===== src/rtl/mult_pkg.sv =====
// Shared definitions for the shift-and-add multiply-accumulate unit.
// Holds the default operand width and the controller state encoding.
package mult_pkg;

    localparam int DEF_WIDTH = 8;

    typedef enum logic [1:0] {
        IDLE = 2'd0,
        RUN  = 2'd1,
        DONE = 2'd2
    } mult_state_t;

endpackage


===== src/rtl/shift_add_multiplier_add_nbit.sv =====
// Parameterised N-bit ripple-carry adder built from a chain of full-adder cells.
// The multiplier uses one of these for the accumulate step.
module add_nbit #(
    parameter int N = 16
) (
    input  logic [N-1:0] A,
    input  logic [N-1:0] B,
    input  logic         Cin,
    output logic [N-1:0] S,
    output logic         Cout
);

    logic [N:0] carry_s;

    assign carry_s[0] = Cin;

    for (genvar i = 0; i < N; i++) begin : g_fa
        assign S[i]         = A[i] ^ B[i] ^ carry_s[i];
        assign carry_s[i+1] = (A[i] & B[i]) | (A[i] & carry_s[i]) | (B[i] & carry_s[i]);
    end

    assign Cout = carry_s[N];

endmodule


===== src/rtl/shift_add_multiplier.sv =====
// Sequential shift-and-add multiply-accumulate: p = a*b + c over WIDTH RUN cycles,
// with a start/busy/done handshake so a controller can sequence it.
module shift_add_multiplier
    import mult_pkg::*;
#(
    parameter int WIDTH = DEF_WIDTH
) (
    input  logic                 clk,
    input  logic                 rst,
    input  logic                 start,
    input  logic [WIDTH-1:0]     a,
    input  logic [WIDTH-1:0]     b,
    input  logic [WIDTH-1:0]     c,
    output logic                 busy,
    output logic                 done,
    output logic [2*WIDTH-1:0]   p
);

    localparam int PW = 2 * WIDTH;
    localparam int CW = $clog2(WIDTH) + 1;
    localparam logic [CW-1:0] LAST_CNT = CW'(WIDTH - 1);

    mult_state_t   state_q, state_d;
    logic [PW-1:0] acc_q,   acc_d;
    logic [PW-1:0] mcand_q, mcand_d;
    logic [WIDTH-1:0] mq_q, mq_d;
    logic [CW-1:0] cnt_q,   cnt_d;
    logic [PW-1:0] p_q,     p_d;
    logic          busy_q,  busy_d;
    logic          done_q,  done_d;

    logic [PW-1:0] sum_s;
    logic          unused_cout_s;

    // The operands never exceed 2^(2W) - 2^W, so the carry-out is always zero.
    add_nbit #(
        .N (PW)
    ) u_add (
        .A    (acc_q),
        .B    (mcand_q),
        .Cin  (1'b0),
        .S    (sum_s),
        .Cout (unused_cout_s)
    );

    // Next-state, datapath and output decode for the IDLE/RUN/DONE controller.
    always_comb begin
        state_d = state_q;
        acc_d   = acc_q;
        mcand_d = mcand_q;
        mq_d    = mq_q;
        cnt_d   = cnt_q;
        p_d     = p_q;

        case (state_q)
            IDLE: begin
                if (start) begin
                    mcand_d = {{WIDTH{1'b0}}, a};
                    mq_d    = b;
                    acc_d   = {{WIDTH{1'b0}}, c};
                    cnt_d   = {CW{1'b0}};
                    state_d = RUN;
                end else begin
                    state_d = IDLE;
                end
            end
            RUN: begin
                if (mq_q[0]) begin
                    acc_d = sum_s;
                end else begin
                    acc_d = acc_q;
                end
                mcand_d = mcand_q << 1;
                mq_d    = mq_q >> 1;
                cnt_d   = cnt_q + {{(CW-1){1'b0}}, 1'b1};
                // The last iteration's add is folded straight into the published result.
                if (cnt_q == LAST_CNT) begin
                    state_d = DONE;
                    p_d     = acc_d;
                end else begin
                    state_d = RUN;
                end
            end
            DONE: begin
                state_d = IDLE;
            end
            default: begin
                state_d = IDLE;
            end
        endcase

        busy_d = (state_d != IDLE);
        done_d = (state_d == DONE);
    end

    // State, datapath and output registers with asynchronous clear.
    always_ff @(posedge clk or posedge rst) begin
        if (rst) begin
            state_q <= IDLE;
            acc_q   <= {PW{1'b0}};
            mcand_q <= {PW{1'b0}};
            mq_q    <= {WIDTH{1'b0}};
            cnt_q   <= {CW{1'b0}};
            p_q     <= {PW{1'b0}};
            busy_q  <= 1'b0;
            done_q  <= 1'b0;
        end else begin
            state_q <= state_d;
            acc_q   <= acc_d;
            mcand_q <= mcand_d;
            mq_q    <= mq_d;
            cnt_q   <= cnt_d;
            p_q     <= p_d;
            busy_q  <= busy_d;
            done_q  <= done_d;
        end
    end

    assign busy = busy_q;
    assign done = done_q;
    assign p    = p_q;

endmodule


===== config.mk =====
export PLATFORM = sky130hd
export DESIGN_NAME = shift_add_multiplier
export DESIGN_NICKNAME = d
export VERILOG_FILES = /design/src/rtl/mult_pkg.sv /design/src/rtl/shift_add_multiplier_add_nbit.sv /design/src/rtl/shift_add_multiplier.sv
export SDC_FILE = /design/constraint.sdc
export NUM_CORES = 1
export LEC_CHECK = 0
export BUFFER_PORTS_ARGS = -buffer_cell sky130_fd_sc_hd__buf_4
export CAP_MARGIN = 20
export CELL_PAD_IN_SITES_DETAIL_PLACEMENT = 1
export CELL_PAD_IN_SITES_GLOBAL_PLACEMENT = 1
export CORE_ASPECT_RATIO = 0.8
export CORE_MARGIN = 2
export CORE_UTILIZATION = 46
export DETAILED_ROUTE_END_ITERATION = 6
export PLACE_DENSITY = 0.87
export RECOVER_POWER = 50
export SETUP_SLACK_MARGIN = 0.02
export SLEW_MARGIN = 20
export SYNTH_ARGS = -nofsm -noshare
export SYNTH_HDL_FRONTEND = slang
export SYNTH_SLANG_ARGS = --single-unit
export TNS_END_PERCENT = 50

===== constraint.sdc =====
create_clock -name clk -period 6.7 [get_ports clk]
set_input_delay 0 -clock clk [delete_from_list [all_inputs] [get_ports clk]]
set_output_delay 0 -clock clk [all_outputs]
set_load 0.1 [all_outputs]

==> results.md, run 1 <==
* Fmax at 173 MHz
* Hold Vio Cnt, Final at 0
* CP required at 6.94 ns
* Core Util, Final at 0.551
* Worst-margin pin slew at 3.42 ns
* RSZ-0062 raised after global routing: false
* Final instance area at 3780 µm²
* Clock root cell: clkbuf_8
* Skew final at 0.00572 ns
* Post-DR wirelength/cell at 18.6 µm
* Seq cells post-synth at 64
* Layout cells sized above 1 at 0.174
* FF-to-FF path depth at 20
* Crit Path Class: flip-flop to flip-flop
* Vias at 2344
* Slew headroom at -1.28
* Total grt overflow at 0
* Type of origin of the critical path: flip-flop
* Sequential share of the synthesized area at 0.492
* Core Region at 6860 µm²
* Seq pwr share at 0.341
* Reg-to-Reg Start: acc_q[0]
* Setup Buffers After CTS at 0
* Flop2flop setup slack at 0.92 ns
* Clk slew on worst S/H paths at 0.07 ns
* I/O Buffers at 44
* Hold Path Origin: a[7]
* RR Endpoint: acc_q[15]
* Uppermost layer routed: met4
* Final Total Pwr at 1.95 mW
* Hold Path Stages at 3
* Failing checks: max-capacitance violations, max-slew violations
* Post-layout nets at 367
* Metal2 WL at 3830 µm
* Filler cells at 733
* Final setup fails at 0
* Switching power total at 973 µW
* Maximum buffer depth of the clock tree at 2
* Detailed Route WL at 7720 µm
* CP arrival at 6.03 ns
* Met3 WL post-DR at 301 µm
* Outcome: finished with violations
* CTS tree: built
* CP Capture Type: flip-flop
* Routed length on met1 at 3470 µm
* Netlist cell types at 40
* Clock sinks at 64
* Num ports at 45
* Dpl cell area at 3590 µm²
* Slowest CP cell: fa_1
* Crit Path Max Fanout at 3
* Int Pwr at 973 µW
* Sw frac at 0.500
* Setup TNS at 0 ns
* VDD IR max at 223 µV
* First-pass GRT wire length at 13100 µm
* DR DRC count at 0
* Hold Crit Class: primary input to flip-flop
* DRT iter0 DRCs at 79
* H-tree depth at 3
* Syn Area/Cell at 11.8 µm²
* Logic pwr share at 0.516
* Worst path max stage delay at 0.43 ns
* Post-route ant nets at 0
* Synth Instances at 276
* Period minus WS final at 5.78 ns
* Final Cycle Share at 0.863
* Via-to-Cell Ratio at 5.66
* Worst hold endpoint: mcand_q[7]
* Most frequent CP cell: fa_1
* Synthesized area at 3250 µm²
* Vias in the first global route at 2597
* Worst skew pair latency at 0.34 ns
* Antenna cells at 0
* TritonCTS Buffers at 9
* Die area at 7770 µm²
* Hold-fix buffers, CTS at 11
* Drt pass-1 iters at 4
* Critical-path cell list: ha_1, fa_1, fa_1, fa_1, fa_1, fa_1, fa_1, fa_1, inv_1, fa_1, fa_1, fa_1, fa_1, fa_1, fa_1, inv_1, fa_1, xor2_1, a21bo_2, o21ai_0
* Die W at 98.0 µm
* Die Ht at 79.2 µm
* GRT Overall Usage at 0.216
* Slew Limit Fails at 65
* Starting Density at 0.475
* Hpwl dp at 5260 µm
* Antenna violations before repair at 0
* Power Dens Cells at 515 nW/µm²
* Largest net degree at the start of global routing at 65
* Max_cap viols at 1
* Warnings, synthesis at 0
* GPL Wtd Cong at 0.790
* Area Growth Syn to Fin at 16.2%
* Post-CTS sizing at 0
* Layout Cells excl Fill at 414
* Clock share of power at 0.143
* Placed Instances at 389
* Syn Nets at 319
* Lkg Pwr at 1.67 nW
* Row cnt at 27
-- cells in the final DEF, fill, tap and decap left out, drive strengths merged --
cell type and count:
dfrtp 64, clkbuf 33, a21oi 29, buf 26, o21ai 21, inv 17, nand2 16, mux2i 14
fa 14, dlygate4sd3 11, nor2b 9, a22oi 8, a2bb2oi 8, and3b 7, o22a 7, o2bb2ai 6
mux2 6, a22o 5, o22ai 5, nand2b 3, and2 3, nand3 2, ha 2, a31oi 2
o21bai 1, and2b 1, a221o 1, xor2 1, a21bo 1, o311ai 1, a32oi 1, a32o 1
clkinv 1
-- Yosys cell counts (all sizes together) --
master,n,area share
o311ai,1,0.0027
and2b,1,0.0023
xor2,1,0.0027
o21bai,1,0.0058
a22oi,8,0.018
a32o,1,0.0031
and2,3,0.0058
dfrtp,64,0.49
and3b,7,0.019
inv,17,0.020
o21ai,21,0.033
a221o,1,0.0031
a31oi,2,0.0058
a32oi,1,0.0027
mux2i,14,0.043
clkbuf,5,0.0058
o22ai,5,0.0096
a22o,5,0.013
o2bb2ai,6,0.016
mux2,6,0.028
ha,2,0.0077
a21oi,29,0.053
buf,15,0.031
nand3,2,0.0031
nor2b,9,0.020
a21bo,1,0.0031
nand2b,3,0.0058
o22a,7,0.019
nand2,16,0.018
fa,14,0.086
a2bb2oi,8,0.022
-- area by class of cell --
| class | count | area, µm² | area share |
|---|---|---|---|
| well taps | 87 | 109 | 0.0288 |
| repair buffers | 57 | 384 | 0.102 |
| clock buffers | 13 | 149 | 0.0394 |
| clock inverters | 1 | 5.00 | 0.00132 |
| multi-input cells | 175 | 1470 | 0.388 |
| inverters | 17 | 63.8 | 0.0169 |
| flip-flops and latches | 64 | 1600 | 0.424 |
-- how the worst max path moves through the flow --
| stage | start | to | slack [ns] |
|---|---|---|---|
| after floorplan | acc_q[0] | p[15] | 1.42 |
| after global placement | acc_q[0] | p[15] | 1.19 |
| after detailed placement | acc_q[0] | acc_q[15] | 0.93 |
| after CTS | acc_q[0] | acc_q[15] | 0.91 |
| after global routing | acc_q[0] | p[15] | 0.73 |
| final | acc_q[0] | acc_q[15] | 0.92 |
-- metal layers --
metal,GRT usage,vias up
met5,0,-
met1,0.282,1199
li1,-,1078
met2,0.365,54
met4,0.0708,0
met3,0.0449,13
-- through the flow --
stage / hold slack [ns] / setup slack [ns]
2_1_floorplan: 0.133 / 1.42
3_3_place_gp: 0.223 / 1.19
3_5_place_dp: 0.228 / 0.934
4_1_cts: 0.0144 / 0.913
5_1_grt: 0.0331 / 0.727
6_report: 0.0173 / 0.915
-- logic make-up after synthesis --
kind of cell               synth area share
adders and majority gates            0.0938
muxes                                0.0707
buffers and inverters                0.0565
and+or+nand+nor                      0.0738
DFF                                   0.492
AOI/OAI and AO/OA                     0.210
xor gates and xnor gates            0.00269
-- critical path, delay by kind of cell (launching register included) --
family | cells | cell delay (ns)
buffers and inverters | 2 | 0.13
adders and majority gates | 15 | 4.56
DFF | 1 | 0.41
AOI/OAI and AO/OA | 2 | 0.43
xor gates and xnor gates | 1 | 0.18
-- flip-flops by register name (all words and copies together), names as in the netlist --
register and flops:
mcand_q 16, acc_q 16, busy 1, done 1, state_q 2, cnt_q 4
p 16, mq_q 8
-- power by group through the flow --
stage / registers, mW / logic, mW / clock network, mW
finish: 0.664 / 1.00 / 0.278
floorplan: 0.965 / 0.508 / 0
global route: 0.689 / 1.09 / 0.301
global placement: 0.660 / 0.995 / 0
CTS: 0.668 / 1.05 / 0.283
detailed placement: 0.672 / 1.05 / 0
No activity file was read; power rests on OpenSTA's default activity.
==> inputs of run 2 (changes only) <==
- CORE_UTILIZATION: 46 -> 49
- PLACE_DENSITY: 0.87 -> 0.91
- clock period: 6.7 -> 7.32 ns (I/O delays scaled with it)
==> results.md, run 2 (synthesized netlist as in run 1, its figures left out) <==
* Post-DR wirelength/cell at 20.4 µm (was 18.6 µm)
* Max_cap viols at 1 (unchanged)
* Drt pass-1 iters at 7 (was 4)
* Type of origin of the critical path: flip-flop (unchanged)
* CP required at 7.49 ns (was 6.94 ns)
* Outcome: finished with violations (unchanged)
* Period minus WS final at 5.77 ns (was 5.78 ns)
* Vias in the first global route at 2665 (was 2597)
* CTS tree: built (unchanged)
* Antenna violations before repair at 0 (unchanged)
* Total grt overflow at 0 (unchanged)
* Most common cell after layout, fill and taps aside: dfrtp_1 (unchanged)
* Area Growth Syn to Fin at 16.6% (was 16.2%)
* Critical Path Source: mcand_q[0] (was acc_q[0])
* Detailed Route WL at 8410 µm (was 7720 µm)
* Most frequent CP cell: fa_1 (unchanged)
* Placed Instances at 386 (was 389)
* RSZ-0062 raised after global routing: false (unchanged)
* Final Cycle Share at 0.788 (was 0.863)
* Die W at 95.1 µm (was 98.0 µm)
* Row cnt at 26 (was 27)
* Crit path depth at 20 (unchanged)
* VDD IR max at 208 µV (was 223 µV)
* Skew final at 0.0126 ns (was 0.00572 ns)
* Most frequent cells in the layout: dfrtp_1, buf_4, a21oi_1 (was dfrtp_1, buf_4, a21oi_1, clkbuf_1, o21ai_0)
* Crit Path Max Fanout at 3 (unchanged)
* H-tree depth at 3 (unchanged)
* Buf/Inv on CP at 2 (unchanged)
* Layout cells sized above 1 at 0.188 (was 0.174)
* Maximum buffer depth of the clock tree at 2 (unchanged)
* Post-layout nets at 367 (unchanged)
* Clock root cell: clkbuf_8 (unchanged)
* RR Endpoint: p[15] (was acc_q[15])
* Worst path max stage delay at 0.45 ns (was 0.43 ns)
* Setup Buffers After CTS at 0 (unchanged)
* Antenna cells at 0 (unchanged)
* Critical-path cell list: ha_1, fa_1, fa_1, fa_1, fa_1, fa_1, fa_1, fa_1, inv_1, fa_1, fa_1, fa_1, fa_1, fa_1, fa_1, inv_1, fa_1, xor2_1, a21bo_2, a31oi_2 (was ha_1, fa_1, fa_1, fa_1, fa_1, fa_1, fa_1, fa_1, inv_1, fa_1, fa_1, fa_1, fa_1, fa_1, fa_1, inv_1, fa_1, xor2_1, a21bo_2, o21ai_0)
* WHS at 0.0138 ns (was 0.0173 ns)
* Failing checks: max-capacitance violations, max-slew violations (unchanged)
* Clock sinks at 64 (unchanged)
* Hold Vio Cnt, Final at 0 (unchanged)
* Die Ht at 76.9 µm (was 79.2 µm)
* Hold-fix buffers, CTS at 11 (unchanged)
* GPL Wtd Cong at 0.767 (was 0.790)
* GRT Overall Usage at 0.257 (was 0.216)
* Lkg Pwr at 1.67 nW (about the same)
* Vias at 2374 (was 2344)
* Starting Density at 0.508 (was 0.475)
* Slew Limit Fails at 65 (unchanged)
* Worst-margin pin slew at 3.43 ns (was 3.42 ns)
* Final instance area at 3800 µm² (was 3780 µm²)
* Fmax at 173 MHz (about the same)
* Worst skew pair latency at 0.35 ns (was 0.34 ns)
* Clk slew on worst S/H paths at 0.08 ns (was 0.07 ns)
* FF-to-FF path depth at 20 (unchanged)
* Core Region at 6410 µm² (was 6860 µm²)
* Crit path to: p[15] (was acc_q[15])
* Filler cells at 693 (was 733)
* Slew headroom at -1.28 (about the same)
* DR DRC count at 0 (unchanged)
* Flop2flop setup slack at 1.55 ns (was 0.92 ns)
* CP arrival at 5.94 ns (was 6.03 ns)
* Post-route ant nets at 0 (unchanged)
* Reg-to-Reg Start: mcand_q[0] (was acc_q[0])
* Layout Cells excl Fill at 413 (was 414)
* Post-CTS sizing at 0 (unchanged)
* Dpl cell area at 3580 µm² (was 3590 µm²)
* DRT iter0 DRCs at 169 (was 79)
* CP Capture Type: flip-flop (unchanged)
* Die area at 7310 µm² (was 7770 µm²)
* Power Dens Cells at 478 nW/µm² (was 515 nW/µm²)
* I/O Buffers at 44 (unchanged)
* TritonCTS Buffers at 9 (unchanged)
* Hold Crit Class: primary input to flip-flop (unchanged)
* Slowest CP cell: fa_1 (unchanged)
* Hpwl dp at 5600 µm (was 5260 µm)
* Final setup fails at 0 (unchanged)
* Largest net degree at the start of global routing at 65 (unchanged)
* Top delay family on crit path: adder cells (unchanged)
* First-pass GRT wire length at 14100 µm (was 13100 µm)
* Num ports at 45 (unchanged)
* Crit Path Class: flip-flop to flip-flop (unchanged)
* Setup TNS at 0 ns (unchanged)
* Via-to-Cell Ratio at 5.75 (was 5.66)
==> run 2: cell types whose count changed in the layout (fill, tap and decap cells not counted) <==
cell / delta
clkinvlp_4: +4
clkbuf_1: -3
clkbuf_8: -1
clkinv_2: +1
clkinv_4: +1
==> run 2: area by class of cell <==
type	count	area, µm²	area share
Timing Repair Buffer	57	384	0.101
Clock buffer	9	124	0.0326
Sequential cell	64	1600	0.422
Inverter	17	63.8	0.0168
Multi-Input combinational cell	175	1470	0.387
Clock inverter	7	48.8	0.0129
Tap cell	84	105	0.0277
==> run 2: routing by layer <==
metal	vias up	routed length (µm)	GRT usage
met5	-	0	0
met4	0	98	0.0754
met3	11	309	0.0658
met2	50	4350	0.427
met1	1240	3650	0.330
li1	1073	-	-
==> run 2: tightest hold or removal path: stages <==
cell	delay (ns)
buf_4	0.08
a22oi_1	0.06
o21ai_0	0.19
==> run 2: worst min path at each step <==
stage / startpoint / endpoint / slack (ns) / depth (start not counted)
after global routing: a[7] / mcand_q[7] / 0.03 / 3
after CTS: a[7] / mcand_q[7] / 0.008 / 3
final: a[7] / mcand_q[7] / 0.01 / 3
after floorplan: a[0] / mcand_q[0] / 0.13 / 1
after detailed placement: b[7] / mq_q[7] / 0.23 / 2
after global placement: b[7] / mq_q[7] / 0.22 / 2
==> run 2: where the power goes <==
group / switching, mW / total (mW) / internal (mW)
Clock: 0.145 / 0.267 / 0.122
Sequential: 0.122 / 0.610 / 0.488
Combinational: 0.661 / 0.936 / 0.275
Total: 0.929 / 1.81 / 0.885
==> run 2: stage by stage <==
stage / setup WS [ns] / total power [mW] / utilization
2_1_floorplan: 2.04 / 1.35 / -
3_3_place_gp: 1.83 / 1.51 / 0.559
3_5_place_dp: 1.62 / 1.59 / 0.559
4_1_cts: 1.57 / 1.86 / 0.603
5_1_grt: 1.29 / 1.93 / 0.592
6_report: 1.55 / 1.81 / 0.592
